`src/rtl/gcd_controller.sv`:
```
// Euclidean GCD sequencer driving a modulo_divisor stage through a start/done handshake.
// Optional iteration cap is enabled by defining GCD_ITER_LIMIT_EN.
module gcd_controller #(
    parameter int WIDTH    = 32,
    parameter int ITER_W   = 6,
    parameter int MAX_ITER = 47
) (
    input  logic              clk,
    input  logic              rst_n,
    input  logic              in_valid,
    output logic              in_ready,
    input  logic [WIDTH-1:0]  in_a,
    input  logic [WIDTH-1:0]  in_b,
    output logic              md_start,
    output logic [WIDTH-1:0]  md_dividend,
    output logic [WIDTH-1:0]  md_divisor,
    input  logic [WIDTH-1:0]  md_remainder,
    input  logic              md_done,
    output logic              out_valid,
    input  logic              out_ready,
    output logic [WIDTH-1:0]  out_gcd,
    output logic [ITER_W-1:0] out_iters,
    output logic              out_err
);

    localparam logic [2:0] ST_IDLE  = 3'd0;
    localparam logic [2:0] ST_CHECK = 3'd1;
    localparam logic [2:0] ST_ISSUE = 3'd2;
    localparam logic [2:0] ST_WAIT  = 3'd3;
    localparam logic [2:0] ST_OUT   = 3'd4;

`ifdef GCD_ITER_LIMIT_EN
    localparam logic LIMIT_EN = 1'b1;
`else
    localparam logic LIMIT_EN = 1'b0;
`endif

    logic [2:0]        state_r;
    logic [WIDTH-1:0]  a_r;
    logic [WIDTH-1:0]  b_r;
    logic [ITER_W-1:0] iters_r;
    logic              in_ready_r;
    logic              md_start_r;
    logic [WIDTH-1:0]  md_dividend_r;
    logic [WIDTH-1:0]  md_divisor_r;
    logic              out_valid_r;
    logic [WIDTH-1:0]  out_gcd_r;
    logic [ITER_W-1:0] out_iters_r;
    logic              out_err_r;
    logic              cap_hit_s;

    function automatic logic [ITER_W-1:0] sat_inc(input logic [ITER_W-1:0] v);
        if (&v) begin
            return v;
        end else begin
            return v + {{(ITER_W-1){1'b0}}, 1'b1};
        end
    endfunction

    // Iteration cap comparison; constant-false when the cap is compiled out
    always_comb begin
        cap_hit_s = 1'b0;
        if (LIMIT_EN && (iters_r == ITER_W'(MAX_ITER))) begin
            cap_hit_s = 1'b1;
        end else begin
            cap_hit_s = 1'b0;
        end
    end

    // Sequencer state, operand registers and registered handshake outputs
    always_ff @(posedge clk or negedge rst_n) begin
        if (!rst_n) begin
            state_r       <= ST_IDLE;
            a_r           <= {WIDTH{1'b0}};
            b_r           <= {WIDTH{1'b0}};
            iters_r       <= {ITER_W{1'b0}};
            in_ready_r    <= 1'b1;
            md_start_r    <= 1'b0;
            md_dividend_r <= {WIDTH{1'b0}};
            md_divisor_r  <= {WIDTH{1'b0}};
            out_valid_r   <= 1'b0;
            out_gcd_r     <= {WIDTH{1'b0}};
            out_iters_r   <= {ITER_W{1'b0}};
            out_err_r     <= 1'b0;
        end else begin
            md_start_r <= 1'b0;
            case (state_r)
                ST_IDLE: begin
                    if (in_valid && in_ready_r) begin
                        a_r        <= in_a;
                        b_r        <= in_b;
                        iters_r    <= {ITER_W{1'b0}};
                        in_ready_r <= 1'b0;
                        state_r    <= ST_CHECK;
                    end
                end
                ST_CHECK: begin
                    if (b_r == {WIDTH{1'b0}}) begin
                        out_gcd_r   <= a_r;
                        out_iters_r <= iters_r;
                        out_err_r   <= 1'b0;
                        out_valid_r <= 1'b1;
                        state_r     <= ST_OUT;
                    end else if (cap_hit_s) begin
                        out_gcd_r   <= {WIDTH{1'b0}};
                        out_iters_r <= iters_r;
                        out_err_r   <= 1'b1;
                        out_valid_r <= 1'b1;
                        state_r     <= ST_OUT;
                    end else begin
                        // b is non-zero here, so the divisor never sees a zero divisor
                        md_start_r    <= 1'b1;
                        md_dividend_r <= a_r;
                        md_divisor_r  <= b_r;
                        state_r       <= ST_ISSUE;
                    end
                end
                ST_ISSUE: begin
                    state_r <= ST_WAIT;
                end
                ST_WAIT: begin
                    if (md_done) begin
                        a_r     <= b_r;
                        b_r     <= md_remainder;
                        iters_r <= sat_inc(iters_r);
                        state_r <= ST_CHECK;
                    end
                end
                ST_OUT: begin
                    if (out_ready) begin
                        out_valid_r <= 1'b0;
                        in_ready_r  <= 1'b1;
                        state_r     <= ST_IDLE;
                    end
                end
                default: begin
                    out_valid_r <= 1'b0;
                    in_ready_r  <= 1'b1;
                    state_r     <= ST_IDLE;
                end
            endcase
        end
    end

    assign in_ready    = in_ready_r;
    assign md_start    = md_start_r;
    assign md_dividend = md_dividend_r;
    assign md_divisor  = md_divisor_r;
    assign out_valid   = out_valid_r;
    assign out_gcd     = out_gcd_r;
    assign out_iters   = out_iters_r;
    assign out_err     = out_err_r;

endmodule

```
`config.mk`:
```
export PLATFORM = sky130hd
export DESIGN_NAME = gcd_controller
export DESIGN_NICKNAME = d
export VERILOG_FILES = /design/src/rtl/gcd_controller.sv
export SDC_FILE = /design/constraint.sdc
export NUM_CORES = 1
export LEC_CHECK = 0
export CORE_UTILIZATION = 48
export DETAILED_ROUTE_END_ITERATION = 10
export HOLD_SLACK_MARGIN = 0.15
export PLACE_DENSITY = 0.77
export SYNTH_ARGS = -nofsm -noshare
export SYNTH_HDL_FRONTEND = slang
export SYNTH_SLANG_ARGS = --single-unit
```
`constraint.sdc`:
```
create_clock -name clk -period 2.5 [get_ports clk]
set_input_delay 0.5 -clock clk [delete_from_list [all_inputs] [get_ports clk]]
set_output_delay 0.5 -clock clk [all_outputs]
set_load 0.02 [all_outputs]
```
==> results.md <==
- Quantity of I/O buffers inserted on ports: 205
- Count of max-cap constraint violations: 0
- Via/cell ratio: 5.283
- CTS Root Cell: clkbuf_16
- Data arrival time of the critical path: 2.63 ns
- Ratio of cells with drive above 1 in the final layout: 19.65%
- Vertical die dimension: 126.3 µm
- Most common cell after layout, fill and taps aside: clkdlybuf4s50_1
- Number of top-level pins: 207
- Avg WL per Cell: 17.88 µm
- Core ar.: 15150 µm²
- Clk slew on worst S/H paths: 0.07 ns
- Detailed-placement wirelength estimate: 12490 µm
- Unrepaired setup endpoints after global routing: false
- Antenna-violating nets left: 0
- CTS tree: yes
- Cells along the critical path: nor4_2 -> buf_4 -> nand4_1 -> buf_4 -> nor4_4 -> buf_4 -> mux2_2
- Sinks on the clock net: 178
- Hold/Removal Path Class: reg2reg
- Routed vias: 5188
- H-tree lvl count: 4
- Worst stage delay on the critical path: 0.44 ns
- Clock buffers created by TritonCTS: 17
- Global placement routability congestion: 0.7781
- Syn Std Cell Area: 7421 µm²
- Final core area utilization: 68.57%
- Tightest slew margin relative to the limit: 42.24%
- Part of the Yosys area used for sequential elements: 60.04%
- DRC violation total after the first TritonRoute iteration: 216
- Setup slack of the most critical reg-to-reg path: 0.18 ns
- Share of the cycle needed by the critical path after routing: 92.81%
- Min cycle time layout: 2.320 ns
- Initial antenna violation count: 1
- Crit-path max FO: 13
- Count of state elements after synthesis: 178
- Most area-hungry cell type in the Yosys netlist: dfrtp_1
- DIE WIDTH: 126.3 µm
- Pin count of the biggest net entering global routing: 83
- Synth unique cells: 36
- Setup violators final: 0
- Type of destination of the critical path: flop
- Required time worst endpoint: 2.81 ns
- Starting Density: 49.00%
- Number of instances in the synthesized netlist: 572
- Wire length of the first global-routing pass: 28290 µm
- Run status: finished clean
- Max Freq: 431.0 MHz
- Number of antenna cells inserted: 0
- # DRC: 0
- Critical path launch point type: flop
- Worst setup path class: reg2reg
- Post-layout nets: 883
- Fraction of synthesized cell area taken by the top area cell type: 59.69%
- Cell with the largest stage delay on the worst path: dfrtp_1
- Count of yosys warnings during synthesis: 0
- Skew-Pair Late Insertion Delay: 0.43 ns
- Full die area: 15960 µm²
- Design Area, Final: 10390 µm²
- Transition time of the tightest slew-check pin: 0.8573 ns
- Global Route Usage Sum: 23.42%
- Total nets after synthesis: 674
- Max-slew violation total from the final report: 0
- Synthesis-to-finish area growth: 39.94%
- Via count of the first global-routing pass: 5474
- Layout Skew: 0.007736 ns
- Maximum buffer depth of the clock tree: 2
- Average size of a mapped cell: 12.97 µm²
- Standard cell area after detailed placement: 9708 µm²
- Synth top area cells: dfrtp_1 (60%), mux2_2 (14%), mux2i_1 (8.8%), o21ai_0 (4.5%), nand2_1 (3.7%)
- IR Drop Worst-Case VDD: 0.7044 mV
- Final wirelength: 17560 µm
- Cell occurring most often along the worst timing path: buf_4
- Ratio of total power to cell area: 1203 nW/µm²
- Sum of overflow across all layers after global routing: 0
- Pleak: 4.779 nW
- Detailed Routing Iterations Pass 1: 4
- Leading cell types in the layout, fill and taps excluded: clkdlybuf4s50_1 (204), dfrtp_1 (177), mux2_2 (93)
- Row count: 45
- Hold Fails Final Rpt: 0
==> flip-flops by register name (all words and copies together) (netlist names) <==
register	flops
md_divisor	32
md_start	1
out_iters	6
a_r	32
b_r	32
out_valid	1
md_dividend	32
out_gcd	32
iters_r	6
state_r	3
in_ready	1
==> routing by layer <==
metal | wire, µm | part of all wire [%] | vias to the layer above | GRT usage (%)
li1 | - | - | 2442 | -
met2 | 8707 | 50 | 152 | 39.13
met1 | 7571 | 43 | 2554 | 28.65
met4 | 521 | 3.0 | 2 | 11.41
met3 | 747 | 4.3 | 38 | 5.609
met5 | 13 | 0.074 | - | 0
==> what timing repair did <==
| item | 4_1_cts | 5_1_grt |
|---|---|---|
| setup endpoints to repair | 9 | 89 |
| setup buffers | 0 | 2 |
| pin swaps | 0 | 3 |
| gates resized for setup | 1 | 3 |
| hold endpoints to repair | 56 | 0 |
| hold buffers | 1 | 0 |
==> power by group <==
group          internal (W)  switching [W]
Combinational       0.00247        0.00242
Sequential          0.00394       0.000842
Clock               0.00169        0.00113
Total               0.00810        0.00439
==> Yosys cell counts <==
| library cell | instances |
|---|---|
| nand3_1 | 5 |
| a21o_1 | 1 |
| nand2_1 | 74 |
| conb_1 | 1 |
| dfstp_2 | 1 |
| mux2_2 | 93 |
| o211ai_1 | 3 |
| a21oi_1 | 3 |
| o21ai_0 | 67 |
| and3b_1 | 1 |
| mux2i_1 | 65 |
| a211oi_1 | 1 |
| or2_2 | 1 |
| buf_2 | 10 |
| mux2_1 | 9 |
| inv_1 | 4 |
| or4_1 | 3 |
| o31ai_1 | 1 |
| buf_4 | 7 |
| o21ai_1 | 1 |
| a31o_2 | 1 |
| buf_6 | 7 |
| nor4_4 | 1 |
| and2_1 | 1 |
| o41ai_1 | 1 |
| dfrtp_1 | 177 |
| nor4_2 | 1 |
| nand4_1 | 2 |
| and4b_1 | 1 |
| clkbuf_1 | 12 |
| nand2b_1 | 2 |
| ha_1 | 1 |
| nor4_1 | 7 |
| nor2_1 | 5 |
| nor2_2 | 1 |
| or3_1 | 1 |
==> cell families after synthesis <==
kind of cell / synth area share (%)
AO/OA/AOI/OAI: 5.631
adder cells (fa/ha/maj): 0.1686
buffers and inverters: 3.254
flip-flops: 60.04
multiplexers: 24.25
other: 0.05053
AND/OR/NAND/NOR: 6.609
==> worst max-delay path: cells and delay by family (launching register included) <==
| family | cells | cell delay, ns |
|---|---|---|
| simple gates | 3 | 0.74 |
| buf+inv | 3 | 0.66 |
| flops | 1 | 0.44 |
| mux | 1 | 0.37 |
==> final timing paths <==
path	end	start	cells past startpoint
setup / recovery	out_gcd[10]$_DFFE_PN0P_	b_r[5]$_DFFE_PN0P_	7
max in group asynchronous	b_r[24]$_DFFE_PN0P_	rst_n	3
hold reg to reg	in_ready$_DFFE_PN1P_	in_ready$_DFFE_PN1P_	2
min in group asynchronous	md_divisor[29]$_DFFE_PN0P_	rst_n	2
hold / removal	in_ready$_DFFE_PN1P_	in_ready$_DFFE_PN1P_	2
setup reg to reg	out_gcd[10]$_DFFE_PN0P_	b_r[5]$_DFFE_PN0P_	7
==> cell type report <==
type / count / area, µm²
multi-input cells: 354 / 2773
inverters: 4 / 15.01
well taps: 188 / 235.2
clock inverters: 15 / 201.4
clock buffers: 17 / 425.4
flip-flops and latches: 178 / 4456
fillers: 1092 / 4761
repair buffers: 226 / 2280
==> metrics by stage <==
stage	hold slack (ns)	TNS, ns	worst slack, ns	power, W	cells
2_1_floorplan	0.2044	0	0.6011	0.007655	572
3_3_place_gp	0.4655	-0.5285	-0.04358	0.009523	947
3_5_place_dp	0.4627	0	0.01138	0.009727	947
4_1_cts	0.4741	0	0.02014	0.01260	980
5_1_grt	0.5193	0	0.03127	0.01321	982
6_report	0.4755	0	0.1798	0.01249	982
No activity file was read; power rests on OpenSTA's default activity.
